`config.mk`:
```
export PLATFORM = sky130hd
export DESIGN_NAME = fetch_queue
export DESIGN_NICKNAME = d
export VERILOG_FILES = /design/src/rtl/fetch_queue.sv
export SDC_FILE = /design/constraint.sdc
export NUM_CORES = 1
export LEC_CHECK = 0
export ABC_AREA = 1
export CAP_MARGIN = 5
export CORE_ASPECT_RATIO = 1.25
export CORE_MARGIN = 2
export CORE_UTILIZATION = 50
export CTS_CLUSTER_DIAMETER = 50
export DETAILED_ROUTE_END_ITERATION = 10
export PLACE_DENSITY = 0.71
export SLEW_MARGIN = 10
export SYNTH_ARGS = -nofsm -noshare
export SYNTH_HDL_FRONTEND = slang
export SYNTH_SLANG_ARGS = --single-unit
```
`constraint.sdc`:
```
create_clock -name clk -period 9.9 [get_ports clk]
set_input_delay 1.485 -clock clk [delete_from_list [all_inputs] [get_ports clk]]
set_output_delay 1.485 -clock clk [all_outputs]
set_load 0.02 [all_outputs]
```
`src/rtl/fetch_queue.sv`:
```
// Instruction fetch queue: issues sequential word fetches, buffers in-order responses in a
// circular queue and squashes in-flight responses after a redirect.
module fetch_queue #(
    parameter int unsigned          XLEN     = 32,
    parameter int unsigned          DEPTH    = 4,
    parameter logic [XLEN-1:0]      RESET_PC = '0
) (
    input  logic                     clk,
    input  logic                     rst,
    input  logic                     enable,
    output logic                     req_valid,
    output logic [XLEN-1:0]          req_addr,
    input  logic                     req_ready,
    input  logic                     rsp_valid,
    input  logic [31:0]              rsp_data,
    input  logic                     redirect_valid,
    input  logic [XLEN-1:0]          redirect_pc,
    output logic                     instr_valid,
    input  logic                     instr_ready,
    output logic [31:0]              instr,
    output logic [XLEN-1:0]          instr_pc,
    output logic [$clog2(DEPTH):0]   count
);

    localparam int unsigned PW = $clog2(DEPTH);
    localparam int unsigned CW = PW + 1;
    // Outstanding includes responses still to be dropped, which can exceed DEPTH.
    localparam int unsigned OW = 16;

    logic [XLEN-1:0] fetch_pc_q, fetch_pc_d;
    logic [XLEN-1:0] rsp_pc_q, rsp_pc_d;
    logic [OW-1:0]   outstanding_q, outstanding_d;
    logic [OW-1:0]   drop_cnt_q, drop_cnt_d;
    logic [CW-1:0]   count_q, count_d;
    logic [PW-1:0]   wr_ptr_q, wr_ptr_d;
    logic [PW-1:0]   rd_ptr_q, rd_ptr_d;

    logic [31:0]     instr_mem_q [DEPTH];
    logic [XLEN-1:0] pc_mem_q    [DEPTH];

    logic [OW-1:0]   live;
    logic [OW-1:0]   occupancy;
    logic            req_fire;
    logic            rsp_drop;
    logic            push;
    logic            pop;

    // Live requests are those whose data will land in the queue; reserving room for them
    // guarantees a returning response always has a free slot.
    always_comb begin
        live        = outstanding_q - drop_cnt_q;
        occupancy   = OW'(count_q) + live;
        req_valid   = rst & enable & ~redirect_valid & (occupancy < OW'(DEPTH));
        req_fire    = req_valid & req_ready;
        instr_valid = enable & (count_q != '0);
        pop         = instr_valid & instr_ready & ~redirect_valid;
        rsp_drop    = (drop_cnt_q != '0);
        push        = rsp_valid & ~rsp_drop & ~redirect_valid;
    end

    always_comb begin
        fetch_pc_d    = fetch_pc_q;
        rsp_pc_d      = rsp_pc_q;
        drop_cnt_d    = drop_cnt_q;
        count_d       = count_q;
        wr_ptr_d      = wr_ptr_q;
        rd_ptr_d      = rd_ptr_q;
        outstanding_d = outstanding_q + OW'(req_fire) - OW'(rsp_valid);

        if (redirect_valid) begin
            // Everything still in flight belongs to the old path.
            fetch_pc_d = redirect_pc;
            rsp_pc_d   = redirect_pc;
            drop_cnt_d = outstanding_q - OW'(rsp_valid);
            count_d    = '0;
            wr_ptr_d   = '0;
            rd_ptr_d   = '0;
        end else begin
            if (req_fire) begin
                fetch_pc_d = fetch_pc_q + XLEN'(4);
            end
            if (rsp_valid) begin
                if (rsp_drop) begin
                    drop_cnt_d = drop_cnt_q - OW'(1);
                end else begin
                    rsp_pc_d = rsp_pc_q + XLEN'(4);
                    wr_ptr_d = wr_ptr_q + PW'(1);
                end
            end
            if (pop) begin
                rd_ptr_d = rd_ptr_q + PW'(1);
            end
            count_d = count_q + CW'(push) - CW'(pop);
        end
    end

    always_ff @(posedge clk or negedge rst) begin
        if (!rst) begin
            fetch_pc_q    <= RESET_PC;
            rsp_pc_q      <= RESET_PC;
            outstanding_q <= '0;
            drop_cnt_q    <= '0;
            count_q       <= '0;
            wr_ptr_q      <= '0;
            rd_ptr_q      <= '0;
        end else begin
            fetch_pc_q    <= fetch_pc_d;
            rsp_pc_q      <= rsp_pc_d;
            outstanding_q <= outstanding_d;
            drop_cnt_q    <= drop_cnt_d;
            count_q       <= count_d;
            wr_ptr_q      <= wr_ptr_d;
            rd_ptr_q      <= rd_ptr_d;
        end
    end

    always_ff @(posedge clk or negedge rst) begin
        if (!rst) begin
            for (int i = 0; i < DEPTH; i++) begin
                instr_mem_q[i] <= '0;
                pc_mem_q[i]    <= '0;
            end
        end else if (push) begin
            instr_mem_q[wr_ptr_q] <= rsp_data;
            pc_mem_q[wr_ptr_q]    <= rsp_pc_q;
        end
    end

    assign req_addr = fetch_pc_q;
    assign instr    = instr_mem_q[rd_ptr_q];
    assign instr_pc = pc_mem_q[rd_ptr_q];
    assign count    = count_q;

endmodule

```
==> metrics.cfg, run 1 <==
[route]
drcViolationCount=0
vias_per_cell=5.52
drt-pass1-iter-count=5
num_vias=17200
drtIter0Drc=1386
drt-total-wl_mm=51.1
drtAntennaViolNets=0
wl_per_cell_microns=16.4

[critical_path]
r2r_slack_ns=4.96
path_class=flip-flop to output port
end_kind=output port
required_ns=8.42
cp-start-kind=flip-flop
cp_max_fo=6
arrival_ns=3.86
r2r_cells=29

[sta]
skew_ns=0.0128
maxSlewHeadroom=0.183
slew_violations=0
min_period_ns=5.34
setup_violations=0
rsz0062_at_grt=no
tns_ns=0
layout_setup_ws_ns=4.56
fmax_mhz=187
hold_slack_ns=0.478
worstMarginPinSlew_ns=1.22
period_share=0.540
hold_violations=0

[synth]
synthCells=2492
synth_top_family_by_area=simple AND/OR/NAND/NOR gates
yosysWarnings=0
synth_fp_nets=2634
netlist_area_sq_um=19300
synth_xor_area_frac=0.0299
synth_fa_ha_area_frac=0.0475
synth_compound_area_frac=0.165
ys_types=41
synthSimpleGateAreaFrac=0.219
muxShareOfSynthArea=0
avgSynthCellArea_sq_um=7.76
synth_seq_area_share=0.465
yosysTopAreaCell=dfrtp_1
synth.area.top_cells=dfrtp_1 (46%), nand2_1 (12%), o21ai_0 (6.8%)
ys_seq_elements=359
netlist.area_leader.share=0.465

[floorplan]
core-area_sq_um=38100
design.die.area_sq_um=40300
fp.dieW_microns=180
pin_count=172
start_util=0.507
fp.dieH_microns=224
rows=80

[outcome]
status=complete, no violations

[placed_design]
gp_congestion=0.927
dp_hpwl_mm=33.4
io_buffers=171
place_inst=3044
place_area_sq_um=21200
dp_slack_ns=4.42

[final_layout]
layout-drive-gt1-share=0.0382
fin_area_sq_um=22500
stdcell_count=3113
nets=2737
post-route-util=0.591
diodes=0
area_growth_pct=16.5

[clock_tree]
cts.repair.resized=0
tritoncts=done
cts-hold-fix-buffers=0
numClockSinks=359
postCtsSetupRepairBufs=0
clkTransAtPathRegs_ns=0.06
cts_root_buf=clkbuf_16
cts_made_buffers=41
cts.path.max_buffers=3
h-tree-depth=2
insertion_delay_ns=0.54

[min_path]
hold_path_class=flip-flop to flip-flop
min_path_cells=2

[global_routing]
grt_max_degree=93
grt_pass1_vias=16600
grt_overflow_total=0
antenna_found_initial=0
grt_pass1_wl_mm=83.5
grt.total_usage=0.251

[power_and_ir_drop]
power_density_nw_per_um2=217
p_leak_nw=10.7
internal_power_mw=3.08
irDropWorstVdd_uv=162
finalPower_mw=4.89
p_sw_mw=1.82
p_comb_frac=0.353
p_seq_frac=0.342
p_clk_frac=0.305
swShare=0.371

[run]
maxCapViolations=0

-- cells in the final DEF, fill, tap and decap left out, types with 4 or more instances in the layout --
cell type and n:
ha_1 67, clkinv_2 5, fa_1 4, a21oi_1 41, nand4_1 28, o21ai_0 264
nor4_1 6, nand3_1 94, clkdlybuf4s50_1 169, o211ai_1 20, nand2_1 627, clkbuf_16 42
a31oi_1 6, xor2_1 52, dfrtp_1 357, clkbuf_8 4, clkbuf_1 9, inv_2 6
xnor2_1 14, nor2_1 243, nand3b_1 5, buf_4 15, nor3_1 29, nand2_4 4
o22ai_1 64, o21ai_1 193, inv_1 213
-- flip-flops by register name, indices dropped and copies added (netlist names) --
signal / cells
rsp_pc_q: 32
pc_mem_q: 128
count: 3
rd_ptr_q: 2
drop_cnt_q: 16
outstanding_q: 16
wr_ptr_q: 2
instr_mem_q: 128
req_addr: 32
-- Yosys cell counts --
master	count
o41ai_1	1
buf_1	5
nor3_1	29
o311ai_0	1
a21boi_0	2
nor2_1	243
a21oi_1	41
nor2_2	3
a211oi_1	2
a21boi_1	1
a31oi_1	6
dfrtp_1	359
clkbuf_1	72
nor4_1	6
buf_4	1
nand2_2	3
o21ai_0	264
inv_2	5
o221ai_1	3
or2_2	2
nand2_1	631
a22oi_1	1
nand4_1	28
inv_1	215
nand3_1	94
o31ai_1	2
nand3_2	1
buf_6	11
o211ai_1	20
fa_1	4
o21ai_1	193
clkinv_1	1
o22ai_1	64
xnor2_1	14
xor2_1	52
buf_2	37
nor2_4	1
and3_1	1
nand3b_1	5
a21o_1	1
ha_1	67
-- layer usage --
metal,wire length [microns],track usage,part of all wire,vias to the layer above
met5,0,0,0,-
met4,1240,0.0719,0.024,0
met3,2380,0.0332,0.047,82
met2,24800,0.428,0.49,471
met1,22700,0.335,0.44,8222
li1,-,-,-,8397
-- power groups by stage --
stage | clock network [mW] | registers, mW | logic [mW]
floorplan | 0 | 1.69 | 1.25
global placement | 0 | 1.69 | 1.69
detailed placement | 0 | 1.70 | 1.71
CTS | 1.52 | 1.67 | 1.73
global route | 1.59 | 1.69 | 1.98
finish | 1.49 | 1.67 | 1.73
-- path summary, 6_finish.rpt --
check / startpoint / endpoint
min in group asynchronous: rst / instr_mem_q[83]$_DFFE_PN0P_
max: outstanding_q[2]$_DFF_PN0_ / req_valid
min: pc_mem_q[65]$_DFFE_PN0P_ / pc_mem_q[65]$_DFFE_PN0P_
max reg2reg: outstanding_q[2]$_DFF_PN0_ / outstanding_q[12]$_DFF_PN0_
max in group asynchronous: rst / pc_mem_q[116]$_DFFE_PN0P_
min reg2reg: pc_mem_q[65]$_DFFE_PN0P_ / pc_mem_q[65]$_DFFE_PN0P_
-- kinds of logic (layout without fill, tap and decap cells) --
group,count (synthesis),count (layout)
compound gates,602,602
xor+xnor,66,66
fa+ha+maj,71,71
buf+inv,347,476
flops,359,359
simple gates,1047,1047
-- worst max-delay path: stages, from the launching register on --
cell,delay [ns]
dfrtp_1,0.36
inv_1,0.15
fa_1,0.54
inv_1,0.04
ha_1,0.34
nand2_1,0.09
nand2_1,0.07
inv_1,0.07
nand2_1,0.09
nand2_1,0.07
nand2_1,0.05
nor2_1,0.16
nand4_1,0.13
nor3_1,0.15
nand2_1,0.07
nor3_1,0.27
clkdlybuf4s50_1,0.67
-- layout make-up --
type / count / area [sq um]
fillers: 3476 / 15600
flip-flops and latches: 359 / 8990
multi-input cells: 1786 / 8940
repair buffers: 186 / 1820
clock buffers: 55 / 1140
inverters: 221 / 831
well taps: 492 / 616
clock inverters: 14 / 181
Power figures use the tool's default switching activity.
==> inputs of run 2 (changes only) <==
--- a/config.mk
+++ b/config.mk
@@ -12,7 +12,7 @@
 export CORE_UTILIZATION = 50
 export CTS_CLUSTER_DIAMETER = 50
 export DETAILED_ROUTE_END_ITERATION = 10
-export PLACE_DENSITY = 0.71
+export PLACE_DENSITY = 0.73
 export SLEW_MARGIN = 10
 export SYNTH_ARGS = -nofsm -noshare
 export SYNTH_HDL_FRONTEND = slang
==> constraint.sdc (replaced) <==
create_clock -name clk -period 4.45 [get_ports clk]
set_input_delay 0.6675 -clock clk [delete_from_list [all_inputs] [get_ports clk]]
set_output_delay 0.6675 -clock clk [all_outputs]
set_load 0.02 [all_outputs]
==> run 2 against run 1 <==
Against the previous run:
- final area up 3.3%
- power up 150%
- sequential share of layout area down 1.2 points
- combinational power rose to 2.8 times the previous value
- largest power group unchanged
- worst hold slack worse by 0.20 ns
- first-iteration DRC count up 1.7%
- critical endpoint is now outstanding_q[12]$_DFF_PN0_
==> metrics.cfg, run 2 (synthesized netlist as in run 1, its figures left out) <==
[critical_path]
max_stage_delay_ns=0.57  ; -0.10 ns
cp-start-kind=flip-flop
required_ns=4.90  ; -3.52 ns
path_class=flip-flop to flip-flop
startpoint=drop_cnt_q[2]$_DFFE_PN0P_
arrival_ns=4.79  ; +0.93 ns
end_kind=flip-flop
cp_common_cell=nand2_4
r2r-start=drop_cnt_q[2]$_DFFE_PN0P_
slowest_stage=fa_1
cp_max_fo=4  ; -2

[global_routing]
grt_pass1_wl_mm=86.3  ; +3.3%
grt_max_degree=131  ; +41%
grt_overflow_total=0  ; unchanged
grt_pass1_vias=16900  ; +1.9%
grt.total_usage=0.260  ; +0.00968
antenna_found_initial=0  ; unchanged

[sta]
layout_setup_ws_ns=0.107  ; -4.45 ns
hold_violations=0  ; unchanged
fmax_mhz=230
slew_violations=0  ; unchanged
skew_ns=0.0158  ; +0.00298 ns
period_share=0.976
maxSlewHeadroom=0.337  ; +0.154
worstMarginPinSlew_ns=0.995  ; -0.228 ns
tns_ns=0  ; unchanged
hold_slack_ns=0.280  ; -0.198 ns
min_period_ns=4.34
rsz0062_at_grt=yes
setup_violations=0  ; unchanged

[placed_design]
dp_slack_ns=-0.206  ; -4.63 ns
place_area_sq_um=21500  ; +1.6%
gp_congestion=0.933  ; +0.66%
io_buffers=171  ; unchanged
dp_hpwl_mm=35.5  ; +6.4%

[final_layout]
num-fill-cells=3301  ; -5.0%
final_common_cell=nand2_1
post-route-util=0.610  ; +0.0192
fin_area_sq_um=23300  ; +3.3%
nets=2783  ; +1.7%
multi_input_area_sq_um=9230  ; +3.2%
final_cell_mix=nand2_1 (599), dfrtp_1 (355), o21ai_0 (262)
area_growth_pct=20.3
layout-drive-gt1-share=0.0843  ; +0.0461
largest_registers=instr_mem_q (128), pc_mem_q (128)
diodes=0  ; unchanged
seq_area_sq_um=8990  ; about the same

[route]
drtAntennaViolNets=0  ; unchanged
drt-total-wl_mm=52.9  ; +3.4%
drcViolationCount=0  ; unchanged
wl_per_cell_microns=16.7  ; +1.8%
drtIter0Drc=1410  ; +1.7%
vias_per_cell=5.54  ; +0.42%
drt-pass1-iter-count=6  ; +1
num_vias=17500  ; +2.0%

[outcome]
status=complete, no violations

[clock_tree]
cts-hold-fix-buffers=0  ; unchanged
cts.path.max_buffers=3  ; unchanged
tritoncts=done
h-tree-depth=2  ; unchanged
clkTransAtPathRegs_ns=0.06  ; about the same
cts_made_buffers=40  ; -2.4%
insertion_delay_ns=0.55  ; about the same
cts_root_buf=clkbuf_16
numClockSinks=359  ; unchanged

[floorplan]
core-area_sq_um=38100  ; unchanged
pin_count=172  ; unchanged
fp.dieH_microns=224  ; unchanged
design.die.area_sq_um=40300  ; unchanged
start_util=0.507  ; unchanged
fp.dieW_microns=180  ; unchanged
rows=80  ; unchanged

[min_path]
hold_path_class=primary input to async pin

[power_and_ir_drop]
power_density_nw_per_um2=517  ; +140%
irDropWorstVdd_uv=305  ; +88%
p_leak_nw=11.1  ; +3.4%

[run]
maxCapViolations=0  ; unchanged

==> run 2: cell types whose count changed in the layout (fill, tap and decap cells not counted), moves of 6 or more <==
cell	previous run	this run
nor2_1	243	237
a21oi_2	0	6
inv_2	6	16
a21oi_1	41	34
nand2_1	627	599
ha_1	67	60
inv_1	213	202
buf_4	15	57
nand2_4	4	13
nand2_2	3	22
==> run 2: routing by layer <==
metal  GRT usage  part of all wire
met3      0.0312             0.051
met2       0.443              0.49
met4      0.0897             0.027
met1       0.346              0.43
met5           0                 0
==> run 2: layout make-up <==
class | count | area share
clock buffers | 49 | 0.0471
inverters | 221 | 0.0358
multi-input cells | 1786 | 0.397
clock inverters | 22 | 0.0110
flip-flops and latches | 359 | 0.387
well taps | 492 | 0.0265
repair buffers | 233 | 0.0960
==> run 2: report_power, final <==
| part | leakage [nW] | total (mW) | internal [mW] | switching, mW |
|---|---|---|---|---|
| Combinational | 5.60 | 4.93 | 1.94 | 2.99 |
| Clock | 0.672 | 3.38 | 2.01 | 1.38 |
| Sequential | 4.84 | 3.71 | 3.49 | 0.227 |
| Total | 11.1 | 12.0 | 7.44 | 4.60 |
==> run 2: timing repair <==
| action | 4_1_cts | 5_1_grt |
|---|---|---|
| pin swaps | 6 | 42 |
| gates resized for setup | 10 | 73 |
| setup buffers | 0 | 11 |
| endpoints found under the setup margin | 4 | 9 |
==> run 2: final timing paths <==
path / endpoint / slack, ns / cells after the start
worst max-delay path: outstanding_q[12]$_DFF_PN0_ / 0.11 / 29
worst min-delay path: instr_mem_q[114]$_DFFE_PN0P_ / 0.28 / 2
worst max register to register: outstanding_q[12]$_DFF_PN0_ / 0.11 / 29
worst min register to register: instr_mem_q[77]$_DFFE_PN0P_ / 0.48 / 2
max in group asynchronous: instr_mem_q[64]$_DFFE_PN0P_ / 1.84 / 4
min in group clk: instr_mem_q[77]$_DFFE_PN0P_ / 0.48 / 2
==> run 2: stage by stage <==
| stage | total power [mW] | instances |
|---|---|---|
| final | 12.0 | 3162 |
| after detailed placement | 7.93 | 3080 |
| after global placement | 7.87 | 3080 |
| after floorplan | 6.56 | 2492 |
| after CTS | 11.4 | 3151 |
| after global routing | 12.8 | 3162 |
==> run 2: critical path, delay by kind of cell (launching register included) <==
family	cells	cell delay, ns
buffers and inverters	5	0.28
and+or+nand+nor	13	1.15
DFF	1	0.40
xor gates and xnor gates	1	0.18
adders and majority gates	5	1.63
AOI/OAI and AO/OA	5	0.63
